<file path="src/rtl/dmem_pkg.sv">
// Shared types, funct3 encodings and request helpers for the MEM-stage data-memory access unit.
package dmem_pkg;

    typedef enum logic [1:0] {
        IDLE = 2'd0,
        REQ  = 2'd1,
        DONE = 2'd2
    } dmem_state_e;

    localparam logic [2:0] F3_B  = 3'b000;
    localparam logic [2:0] F3_H  = 3'b001;
    localparam logic [2:0] F3_W  = 3'b010;
    localparam logic [2:0] F3_BU = 3'b100;
    localparam logic [2:0] F3_HU = 3'b101;

    typedef logic [3:0] be_t;

    // Unsigned sizes exist only for loads; alignment is checked against the access size.
    function automatic logic req_legal(input logic is_store, input logic [2:0] f3, input logic [1:0] lane);
        logic ok;
        case (f3)
            F3_B:    ok = 1'b1;
            F3_BU:   ok = !is_store;
            F3_H:    ok = !lane[0];
            F3_HU:   ok = !is_store && !lane[0];
            F3_W:    ok = (lane == 2'b00);
            default: ok = 1'b0;
        endcase
        return ok;
    endfunction

    function automatic be_t store_be(input logic [2:0] f3, input logic [1:0] lane);
        be_t be;
        case (f3)
            F3_B:    be = be_t'(4'b0001 << lane);
            F3_H:    be = lane[1] ? 4'b1100 : 4'b0011;
            default: be = 4'b1111;
        endcase
        return be;
    endfunction

endpackage

</file>
<file path="src/rtl/dmem_load_align.sv">
// Load data alignment: picks the addressed byte/half of the read word and sign/zero-extends it.
module dmem_load_align
    import dmem_pkg::*;
#(
    parameter int DATA_W = 32
) (
    input  logic [DATA_W-1:0] i_rdata,
    input  logic [1:0]        i_lane,
    input  logic [2:0]        i_funct3,
    output logic [DATA_W-1:0] o_ld_data
);

    logic [DATA_W-1:0] w_shift;
    logic [7:0]        w_byte;
    logic [15:0]       w_half;

    // Lane select followed by extension according to the access size.
    always_comb begin
        w_shift = i_rdata >> {i_lane, 3'b000};
        w_byte  = w_shift[7:0];
        w_half  = i_lane[1] ? i_rdata[31:16] : i_rdata[15:0];
        case (i_funct3)
            F3_B:    o_ld_data = {{(DATA_W-8){w_byte[7]}}, w_byte};
            F3_BU:   o_ld_data = {{(DATA_W-8){1'b0}}, w_byte};
            F3_H:    o_ld_data = {{(DATA_W-16){w_half[15]}}, w_half};
            F3_HU:   o_ld_data = {{(DATA_W-16){1'b0}}, w_half};
            F3_W:    o_ld_data = i_rdata;
            default: o_ld_data = {DATA_W{1'b0}};
        endcase
    end

endmodule

</file>
<file path="src/rtl/dmem_access_unit.sv">
// MEM-stage data-memory access unit: req/ack handshake, byte lanes, load alignment and pipeline stall.
// Optional watchdog on outstanding accesses is enabled with the DMEM_TIMEOUT_EN macro.
module dmem_access_unit
    import dmem_pkg::*;
#(
    parameter int DATA_W     = 32,
    parameter int DM_ADDRESS = 9,
    parameter int TIMEOUT_W  = 4
) (
    input  logic                  clk,
    input  logic                  reset,
    input  logic                  req_rd,
    input  logic                  req_wr,
    input  logic [DM_ADDRESS-1:0] req_addr,
    input  logic [DATA_W-1:0]     req_wdata,
    input  logic [2:0]            req_funct3,
    output logic                  stall,
    output logic                  ld_valid,
    output logic [DATA_W-1:0]     ld_data,
    output logic                  access_err,
    output logic                  mem_req,
    output logic                  mem_we,
    output logic [DM_ADDRESS-3:0] mem_addr,
    output be_t                   mem_be,
    output logic [DATA_W-1:0]     mem_wdata,
    input  logic                  mem_ack,
    input  logic [DATA_W-1:0]     mem_rdata
);

    dmem_state_e       r_state;
    logic [1:0]        r_lane;
    logic [2:0]        r_funct3;
    logic              w_legal;
    logic              w_accept;
    logic              w_reject;
    logic              w_timeout;
    logic              w_tmo_fire;
    logic [DATA_W-1:0] w_st_wdata;
    logic [DATA_W-1:0] w_ld_aligned;

    dmem_load_align #(.DATA_W(DATA_W)) u_align (
        .i_rdata   (mem_rdata),
        .i_lane    (r_lane),
        .i_funct3  (r_funct3),
        .o_ld_data (w_ld_aligned)
    );

`ifdef DMEM_TIMEOUT_EN
    localparam logic [TIMEOUT_W-1:0] WD_LAST = TIMEOUT_W'((2 ** TIMEOUT_W) - 2);
    logic [TIMEOUT_W-1:0] r_wd;

    // Counts REQ cycles; the cycle seen with r_wd at WD_LAST is the last one allowed.
    always_ff @(posedge clk or negedge reset) begin
        if (!reset) begin
            r_wd <= {TIMEOUT_W{1'b0}};
        end else if ((r_state == REQ) && !mem_ack && (r_wd != WD_LAST)) begin
            r_wd <= r_wd + TIMEOUT_W'(1);
        end else begin
            r_wd <= {TIMEOUT_W{1'b0}};
        end
    end

    assign w_timeout = (r_state == REQ) && (r_wd == WD_LAST);
`else
    assign w_timeout = 1'b0;
`endif

    // Request decode, store lane replication and the combinational pipeline controls.
    always_comb begin
        w_legal    = req_legal(req_wr, req_funct3, req_addr[1:0]);
        w_accept   = (r_state == IDLE) && (req_rd || req_wr) && w_legal;
        w_reject   = (r_state == IDLE) && (req_rd || req_wr) && !w_legal;
        w_tmo_fire = w_timeout && !mem_ack;
        case (req_funct3)
            F3_B:    w_st_wdata = {4{req_wdata[7:0]}};
            F3_H:    w_st_wdata = {2{req_wdata[15:0]}};
            default: w_st_wdata = req_wdata;
        endcase
        if (reset) begin
            stall      = w_accept || ((r_state == REQ) && !w_tmo_fire);
            access_err = w_reject || w_tmo_fire;
        end else begin
            stall      = 1'b0;
            access_err = 1'b0;
        end
    end

    // Access FSM with request capture; load results are registered on mem_ack.
    always_ff @(posedge clk or negedge reset) begin
        if (!reset) begin
            r_state   <= IDLE;
            r_lane    <= 2'b00;
            r_funct3  <= 3'b000;
            ld_valid  <= 1'b0;
            ld_data   <= {DATA_W{1'b0}};
            mem_req   <= 1'b0;
            mem_we    <= 1'b0;
            mem_addr  <= {(DM_ADDRESS-2){1'b0}};
            mem_be    <= 4'b0000;
            mem_wdata <= {DATA_W{1'b0}};
        end else begin
            ld_valid <= 1'b0;
            case (r_state)
                IDLE: begin
                    if (w_accept) begin
                        r_state   <= REQ;
                        r_lane    <= req_addr[1:0];
                        r_funct3  <= req_funct3;
                        mem_req   <= 1'b1;
                        mem_we    <= req_wr;
                        mem_addr  <= req_addr[DM_ADDRESS-1:2];
                        mem_be    <= req_wr ? store_be(req_funct3, req_addr[1:0]) : 4'b1111;
                        mem_wdata <= w_st_wdata;
                    end else if (w_reject) begin
                        ld_data <= {DATA_W{1'b0}};
                    end else begin
                        r_state <= IDLE;
                    end
                end
                REQ: begin
                    if (mem_ack) begin
                        r_state  <= DONE;
                        mem_req  <= 1'b0;
                        ld_valid <= !mem_we;
                        if (!mem_we) begin
                            ld_data <= w_ld_aligned;
                        end else begin
                            ld_data <= ld_data;
                        end
                    end else if (w_tmo_fire) begin
                        r_state <= IDLE;
                        mem_req <= 1'b0;
                        ld_data <= {DATA_W{1'b0}};
                    end else begin
                        r_state <= REQ;
                    end
                end
                DONE: begin
                    r_state <= IDLE;
                end
                default: begin
                    r_state <= IDLE;
                    mem_req <= 1'b0;
                end
            endcase
        end
    end

endmodule
</file>
<file path="config.mk">
export PLATFORM = sky130hd
export DESIGN_NAME = dmem_access_unit
export DESIGN_NICKNAME = d
export VERILOG_FILES = /design/src/rtl/dmem_pkg.sv /design/src/rtl/dmem_load_align.sv /design/src/rtl/dmem_access_unit.sv
export SDC_FILE = /design/constraint.sdc
export NUM_CORES = 1
export LEC_CHECK = 0
export ABC_AREA = 1
export CAP_MARGIN = 5
export CORE_MARGIN = 1.5
export CORE_UTILIZATION = 43
export DETAILED_ROUTE_END_ITERATION = 6
export GPL_TIMING_DRIVEN = 0
export PLACE_DENSITY = 0.75
export SLEW_MARGIN = 20
export SYNTH_ARGS = -nofsm -noshare
export SYNTH_HDL_FRONTEND = slang
export SYNTH_HIERARCHICAL = 1
export SYNTH_SLANG_ARGS = --single-unit
</file>
<file path="constraint.sdc">
create_clock -name clk -period 2.3 [get_ports clk]
set_input_delay 0.46 -clock clk [delete_from_list [all_inputs] [get_ports clk]]
set_output_delay 0.46 -clock clk [all_outputs]
set_load 0.02 [all_outputs]
</file>
* Word-level counts from Yosys, hierarchy flattened
Index checks and enable logic that the tools add are counted.
Widths: inputs -> output; s select.
** Word-level totals
- Output and inout bits :: 80
- Word-level logic and storage cells :: 70
- Register bits :: 85
- Input bits :: 81
** Operators by class
- Shift-type cells :: 2
- Equality and inequality tests :: 16
- Reductions and logical operators :: 18
- Bitwise operators :: 1
- Muxes and demuxes :: 23
** Operators by type and width (number)
- $pmux 32 s5 :: 1
- $mux 32 :: 4
- $pmux 32 s2 :: 2
- $shr 32x5->8 :: 1
- $mux 16 :: 1
- $eq 3x3->1 const B :: 4
- $ne 2x2->1 const B :: 5
- $mux 4 :: 2
- $pmux 4 s2 :: 1
- $eq 3x1->1 const B :: 2
- $eq 3x2->1 const B :: 2
- $logic_not 3->1 :: 2
- $mux 1 :: 6
- $mux 2 :: 3
- $pmux 1 s5 :: 1
- $reduce_and 5->1 :: 1
- $logic_and 1x1->1 :: 4
- $logic_not 1->1 :: 4
- $logic_not 2->1 :: 2
- $pmux 2 s2 :: 1
- $shl 1x2->4 const A :: 1
- $ne 3x3->1 const B :: 1
- $pmux 1 s3 :: 1
- $reduce_and 3->1 :: 1
- 6 further kinds :: 7

* Longest topological paths before layout
Gate-level depths: netlist (run 1).
- Depth in word-level cells :: 8
- Depth in mapped cells :: 12
- Depth with buffers taken out :: 11

* Cells and area by module
The synthesis (run 1) kept the hierarchy.
** By module, submodules not included
- dmem_access_unit :: sequential area each 2127.0 um2, area each 4287.9 um2, cells an instance 521, times used 1
- dmem_load_align :: sequential area each 0.0 um2, area each 927.1 um2, cells an instance 216, times used 1

* Worst setup path after synthesis (run 1)
OpenSTA, ideal clock, no wires.
- Kind :: input to output
- Start point :: input port req_funct3[0]
- End point :: output port stall
- Slack :: 0.302 ns
- Path buffers :: 2
- Stages on the path :: 9
- Data required time :: 1.840 ns
- Arrival :: 1.538 ns
- Cells stage by stage :: nor2_1 > nor2_1 > nor2_1 > nand2_2 > nand2_4 > nand2_8 > buf_6 > buf_6 > a21oi_2
** On the way
- Cells in the longest elaborated chain, start to end :: 5
- Elaborated cells between the ends (all ways) :: 9
- Those cells by class :: 4 x eq/ne; 2 x mux; 3 x reduce/logical
** Ends and longest elaborated chain
- start, declared :: line dmem_access_unit.sv:16 : input logic [2:0] req_funct3,
- $eq 3x2->1, or another cell as far along :: line dmem_pkg.sv:21 : case (f3)
- $pmux 1 s5 * :: line dmem_pkg.sv:21
- $logic_and 1x1->1 * :: line dmem_access_unit.sv:71 : w_accept = (r_state == IDLE) && (req_rd || req_wr) && w_legal;
- $logic_or 1x1->1 * :: line dmem_access_unit.sv:80 : stall = w_accept || ((r_state == REQ) && !w_tmo_fire);
- $mux 1 * :: line dmem_access_unit.sv:79 : if (reset) begin
- end, declared :: line dmem_access_unit.sv:17 : output logic stall,
Mark *: on every way between the ends. The rest lies on a longest branch, timed or not.

* Worst setup path after layout (run 1)
- Start point :: input port req_wr
- End point :: output port stall
** On the way
- Cells in the longest elaborated chain, start to end :: 6
- Elaborated cells between the ends (all ways) :: 8
- Those cells by class :: 2 x mux; 6 x reduce/logical
** Ends and longest elaborated chain
- start, declared :: line dmem_access_unit.sv:13 : input logic req_wr,
- $logic_not 1->1 :: line dmem_pkg.sv:23, dmem_pkg.sv:25
- $logic_and 1x1->1 :: line dmem_pkg.sv:25 : F3_HU: ok = !is_store && !lane[0];
- $pmux 1 s5 :: line dmem_pkg.sv:21
- $logic_and 1x1->1 * :: line dmem_access_unit.sv:71
- $logic_or 1x1->1 * :: line dmem_access_unit.sv:80
- $mux 1 * :: line dmem_access_unit.sv:79
Marked as above.

==> results of run 1 <==
report_power, final:
part | switching, mW | total, mW | internal (mW) | leakage, nW
combinational | 2.33 | 4.12 | 1.80 | 2.58
sequential | 0.321 | 2.32 | 2.00 | 1.08
clock | 0.588 | 1.51 | 0.924 | 0.155
total | 3.23 | 7.96 | 4.72 | 3.81
cell usage in the layout (no fill, tap or decap), types with 2 or more instances in the layout:
master             n
nand3_4            2
o21bai_1          32
nand3_2            3
nor2_1            85
nor2_4             2
a21oi_1           27
nor2_2             2
o22ai_1            8
nor3_1             2
clkbuf_8           3
inv_1            122
diode_2            3
buf_6             12
nand2_2            5
nand3_1           23
inv_2              6
dlymetal6s2s_1     2
nand4_1           32
clkbuf_1           8
dfrtp_1           85
dlygate4sd2_1      3
buf_4             17
nand2_1          207
buf_2             13
nand2_4            2
o21ai_0           36
a31oi_1            8
clkbuf_16          9
clkdlybuf4s50_1  152
registers in the layout, indices dropped and copies added, names as in the netlist:
name	cells
mem_req	1
mem_be	4
r_lane	2
ld_valid	1
mem_we	1
mem_addr	7
ld_data	32
r_state	2
r_funct3	3
mem_wdata	32
layout make-up:
class	count	area, um2	area share [%]
Antenna cell	3	7.51	0.102
Buffer	39	275	3.73
Clock buffer	12	267	3.61
Clock inverter	3	43.8	0.593
Inverter	129	487	6.59
Multi-Input combinational cell	483	2320	31.4
Sequential cell	85	2130	28.8
Tap cell	147	184	2.49
Timing Repair Buffer	169	1680	22.7
cells by family (layout without fill, tap and decap cells):
kind of cell | after synthesis | in the layout | share of synthesized area, %
AND/OR/NAND/NOR | 369 | 369 | 31.2
buffers and inverters | 169 | 352 | 14.8
AO/OA/AOI/OAI | 114 | 114 | 13.1
flip-flops | 85 | 85 | 40.8
other | 0 | 3 | 0
worst paths after layout:
kind | startpoint | to | slack [ns] | cells past startpoint
worst max-delay path | req_wr | stall | 0.05 | 8
worst min-delay path | reset | ld_data[1]$_DFFE_PN0P_ | 0.14 | 1
worst max register to register | r_state[0]$_DFFE_PN0P_ | mem_wdata[13]$_DFFE_PN0P_ | 0.59 | 6
worst min register to register | mem_addr[4]$_DFFE_PN0P_ | mem_addr[4]$_DFFE_PN0P_ | 0.48 | 2
max in group asynchronous | reset | mem_wdata[12]$_DFFE_PN0P_ | 1.52 | 2
min in group clk | mem_addr[4]$_DFFE_PN0P_ | mem_addr[4]$_DFFE_PN0P_ | 0.48 | 2
worst max-delay path, stage by stage:
cell             delay (ns)
clkdlybuf4s50_1        0.44
a21oi_1                0.20
nand2_2                0.11
nand2_4                0.11
nand2_8                0.06
buf_6                  0.15
a21oi_2                0.11
buf_4                  0.15
synth_stat cells:
master / count / area share (%)
a21oi_1: 27 / 2.6
a21oi_2: 1 / 0.17
a21oi_4: 1 / 0.31
a31oi_1: 8 / 0.96
buf_2: 13 / 1.2
buf_4: 6 / 0.86
buf_6: 13 / 2.8
clkbuf_1: 8 / 0.58
dfrtp_1: 85 / 41
inv_1: 123 / 8.9
inv_2: 5 / 0.36
inv_4: 1 / 0.12
nand2_1: 208 / 15
nand2_2: 4 / 0.48
nand2_4: 2 / 0.43
nand2_8: 1 / 0.38
nand3_1: 23 / 2.2
nand3_2: 3 / 0.58
nand3_4: 2 / 0.67
nand4_1: 32 / 3.8
nor2_1: 86 / 6.2
nor2_2: 1 / 0.12
nor2_4: 2 / 0.43
nor2_8: 1 / 0.38
nor3_1: 2 / 0.19
nor3_2: 1 / 0.19
o21ai_0: 37 / 3.6
o21bai_1: 32 / 4.6
o22ai_1: 8 / 0.96
or2_4: 1 / 0.17
per-stage QoR:
step	area, um2	power, mW	worst slack (ns)
after global placement	7000	6.40	-3.14
final	7390	7.96	0.0546
after global routing	7390	8.52	0.00936
after floorplan	5220	4.81	0.302
after detailed placement	7020	6.43	-0.816
after CTS	7350	7.98	-0.0591
routing by layer:
metal | GRT usage [%] | routed length, um | up-vias | share of wire [%]
met5 | 0 | 0 | - | 0
met4 | 8.83 | 352 | 0 | 2.4
met3 | 8.30 | 1160 | 23 | 7.8
met2 | 40.3 | 7030 | 172 | 47
met1 | 28.3 | 6430 | 2376 | 43
li1 | - | - | 2657 | -
what timing repair did:
action | 4_1_cts | 5_1_grt
buffers inserted | 5 | 3
pin swaps | 3 | 1
endpoints found under the hold margin | 0 | 0
gates resized for setup | 14 | 5
setup endpoints to repair | 2 | 2
==> impl_metrics.ini, run 1 <==
[die]
dieArea_um2 = 12800
initial_core_util_pct = 43.8
core.rowCount = 40
die_h_um = 113
die_w_um = 113
boundaryPins = 161
placeableCoreArea_um2 = 11900

[sta]
final-setup-viol-count = 0
hold_violations = 0
tightest_slew_ns = 0.671
worst_hold_slack_ns = 0.140
fin_crit_sh_pct = 97.6
rsz0062_at_grt = false
fin_skew_ns = 0.00660
tns_ns = 0
fmax_mhz = 445
max-slew-margin-rel_pct = 55.3
fin_crit_ns = 2.25
drv_slew = 0

[power_and_ir_drop]
power_density_nw_per_um2 = 1080
irDropWorstVdd_uv = 510
leakage_nw = 3.81

[placement]
port_buffers = 160
routabilityCongestion = 0.950
dp.cells = 1045
dp_hpwl_um = 11300

[synthesis]
synthCells = 737
yosysUniqueCellTypes = 30
avgSynthCellArea_um2 = 7.08
synth_area_um2 = 5220
synth_seq_area_share_pct = 40.8
ys_warn_count = 6
ys_ff_latch = 85
synthesis.nets = 818

[finish]
drive_above_1_share_pct = 9.46
final_nets = 997
syn2layout_area_growth_pct = 41.6
fill_cells = 1140
instances_no_fill = 1070
fin_util_pct = 62.0

[clocking]
clk_path_buf_depth = 2
clk_latency_ns = 0.34
cts_tree = yes
htreeDepth = 3
cts.sinks = 85
cts_buffers = 9
path_clk_slew_ns = 0.06
cts_hold_buf = 0
root_buffer = clkbuf_16

[critical_path]
crit_arrival_ns = 1.79
path_class = in2out
cp-end-kind = output pin
crit_fanout = 10
start_kind = primary input
cp.required_ns = 1.84

[min_path]
hp-class = in2async

[grt]
antenna_found_initial = 3
grt_overflow = 0
track_usage_pct = 23.9
grt_pass1_wl_um = 23900
grt_pass1_vias = 4927
grt_max_degree = 52

[detailed_routing]
wire_per_inst_um = 14.0
drt_iter0_drc = 246
avgViaCountPerCell = 4.89
vias = 5228
dr.pass1.iters = 4
drt_wl_total_um = 15000
ant_nets = 0
drc_errors = 0

[flow_run]
drv_cap = 0

[run_status]
outcome = complete, no violations
Power figures use the tool's default switching activity.
==> run 2: changes to the inputs <==
CTS_CLUSTER_SIZE = 14   (was default)
==> results of run 2 <==
The final DEF is identical to that of run 1; final timing and power are the same.
==> run 3: changes to the inputs <==
ABC_AREA = default   (was 1)
==> run 3 against run 2 <==
Effect of this change:
- highest routed layer unchanged
- critical path depth down 2
- clock power about the same
- power up 0.49%
- synthesized cell count down 36%
- first-iteration DRC count up 45%
- critical endpoint is now access_err
- sequential share of layout area up 1.1 points
- clock-buffer cell count down 1
- via count down 11%
- design area down 3.8%
==> impl_metrics.ini, run 3 <==
[detailed_routing]
dr.pass1.iters = 5
route.met2.wl_um = 7450
top_layer_used = met4
met3_length_um = 1360
drc_errors = 0
ant_nets = 0
drt-met1-wl_um = 6140
avgViaCountPerCell = 5.84
wire_per_inst_um = 19.4
vias = 4630
drt_iter0_drc = 356
drt_wl_total_um = 15400

[clocking]
clk_latency_ns = 0.34
cts_tree = yes
cts.sinks = 85
clk_path_buf_depth = 2
cts_buffers = 9
path_clk_slew_ns = 0.06
htreeDepth = 3
root_buffer = clkbuf_16

[die]
core.rowCount = 39
boundaryPins = 161
die_h_um = 111
placeableCoreArea_um2 = 11400
initial_core_util_pct = 43.9
die_w_um = 111
dieArea_um2 = 12300

[critical_path]
r2r_cells = 5
crit_arrival_ns = 1.76
path_class = in2out
crit_fanout = 7
ff2ff_setup_slack_ns = 0.15
cp-end-kind = output pin
cp.required_ns = 1.84
start_kind = primary input
timing.rr.end = ld_data[20]$_DFFE_PN0P_
timing.rr.start = r_state[1]$_DFFE_PN0P_

[min_path]
hp-class = in2async

[placement]
place_area_um2 = 6780
routabilityCongestion = 0.933
dp_hpwl_um = 11300
port_buffers = 159

[finish]
final_nets = 726
top_regs = ld_data: 32 flops, mem_wdata: 32 flops, mem_addr: 7 flops
post-route-cell-area_um2 = 7110
syn2layout_area_growth_pct = 42.5
drive_above_1_share_pct = 14.5
fill_cells = 943
final_common_cell = clkdlybuf4s50_1
diodes = 0
layout_common_cells = 151 x clkdlybuf4s50_1, 85 x dfrtp_1, 41 x nand2_1, 36 x a22oi_1, 36 x o221ai_1

[synthesis]
yosysUniqueCellTypes = 49
yosysTopAreaCell = dfrtp_1
ys_ff_latch = 85
synthFlopType = dfrtp_1
avgSynthCellArea_um2 = 10.6
synth_area_um2 = 4990
synthArstFlopShare_pct = 100
synthesis.nets = 553
yosysMostFrequentCell = dfrtp_1
ys_warn_count = 6
synthCells = 472
synth.top_cells.by_count = 85 x dfrtp_1, 41 x nand2_1, 36 x a22oi_1, 36 x o221ai_1, 34 x inv_1
synth_edf_count = 0
synth_top_area_share_pct = 42.6
synthTopCellsByArea = dfrtp_1 43%, mux2_2 7.4%, mux2_1 6.8%, o221ai_1 6.3%, a22oi_1 5.4%
synth_seq_area_share_pct = 42.6

[flow_run]
drv_cap = 0

[grt]
antenna_found_initial = 0
track_usage_pct = 25.2
grt_pass1_vias = 4855
grt_max_degree = 46
grt_overflow = 0
grt_pass1_wl_um = 24600

[sta]
max-slew-margin-rel_pct = 48.8
fin_crit_ns = 2.22
fin_skew_ns = 0.00557
fmax_mhz = 451
fin_crit_sh_pct = 96.4
rsz0062_at_grt = false
tightest_slew_ns = 0.766
drv_slew = 0
final-setup-viol-count = 0
hold_violations = 0

[run_status]
outcome = complete, no violations

[power_and_ir_drop]
power_density_nw_per_um2 = 1120
irDropWorstVdd_uv = 610
total_power_mw = 7.99
leakage_nw = 2.76
[run 3: worst max-delay path, stage by stage]
cell and delay, ns:
dlygate4sd2_1 0.33, a221oi_4 0.29, buf_4 0.20, nor2_1 0.05, and3_1 0.17, clkdlybuf4s15_2 0.25
[run 3: cell families after synthesis]
family | Yosys count | synth area share (%)
AOI/OAI and AO/OA | 136 | 21.7
buffers and inverters | 75 | 7.30
DFF | 85 | 42.6
muxes | 80 | 18.5
and+or+nand+nor | 96 | 9.88
[run 3: worst max-delay path by stage]
stage                           startpoint                       to  cells past startpoint
floorplan                    req_funct3[0]                    stall                      6
global placement                     reset               access_err                      3
detailed placement                  req_wr                    stall                      7
CTS                 r_state[0]$_DFFE_PN0P_               access_err                      4
global route                       mem_ack  ld_data[23]$_DFFE_PN0P_                      5
finish                         req_addr[0]               access_err                      6
[run 3: what timing repair did]
item	in CTS	in global routing
gates resized for setup	22	1
buffers inserted	3	0
pin swaps	3	0
setup endpoints to repair	12	1
hold buffers	0	0
[run 3: through the flow]
stage                     instances  TNS [ns]  utilization [%]  hold slack [ns]  setup WS (ns)
final                           793         0             62.5           0.0473         0.0837
after global routing            793         0             62.5           0.0745         0.0110
after CTS                       793         0             62.5           0.0547         0.0265
after detailed placement        775    -23.32             59.6            0.478          -1.11
after global placement          774   -229.26             59.4            0.466          -3.10
after floorplan                 472         0                -            0.164         0.0699
[run 3: where the power goes]
part           switching [mW]  internal, mW
Combinational            2.08          1.93
Sequential              0.447          2.04
Clock                   0.624         0.874
Total                    3.15          4.84
[run 3: cell type report]
| type | instances | area, um2 | share of cell area, % |
|---|---|---|---|
| flip-flops and latches | 85 | 2130 | 29.9 |
| repair buffers | 163 | 1630 | 22.9 |
| inverters | 35 | 131 | 1.85 |
| clock inverters | 5 | 58.8 | 0.827 |
| clock buffers | 11 | 243 | 3.41 |
| well taps | 143 | 179 | 2.52 |
| multi-input cells | 312 | 2510 | 35.3 |
| plain buffers | 39 | 231 | 3.26 |
[run 3: routing by layer]
layer | track usage (%) | up-vias
li1 | - | 2120
met1 | 30.6 | 2273
met2 | 41.9 | 208
met3 | 7.65 | 29
met4 | 10.2 | 0
met5 | 0 | -
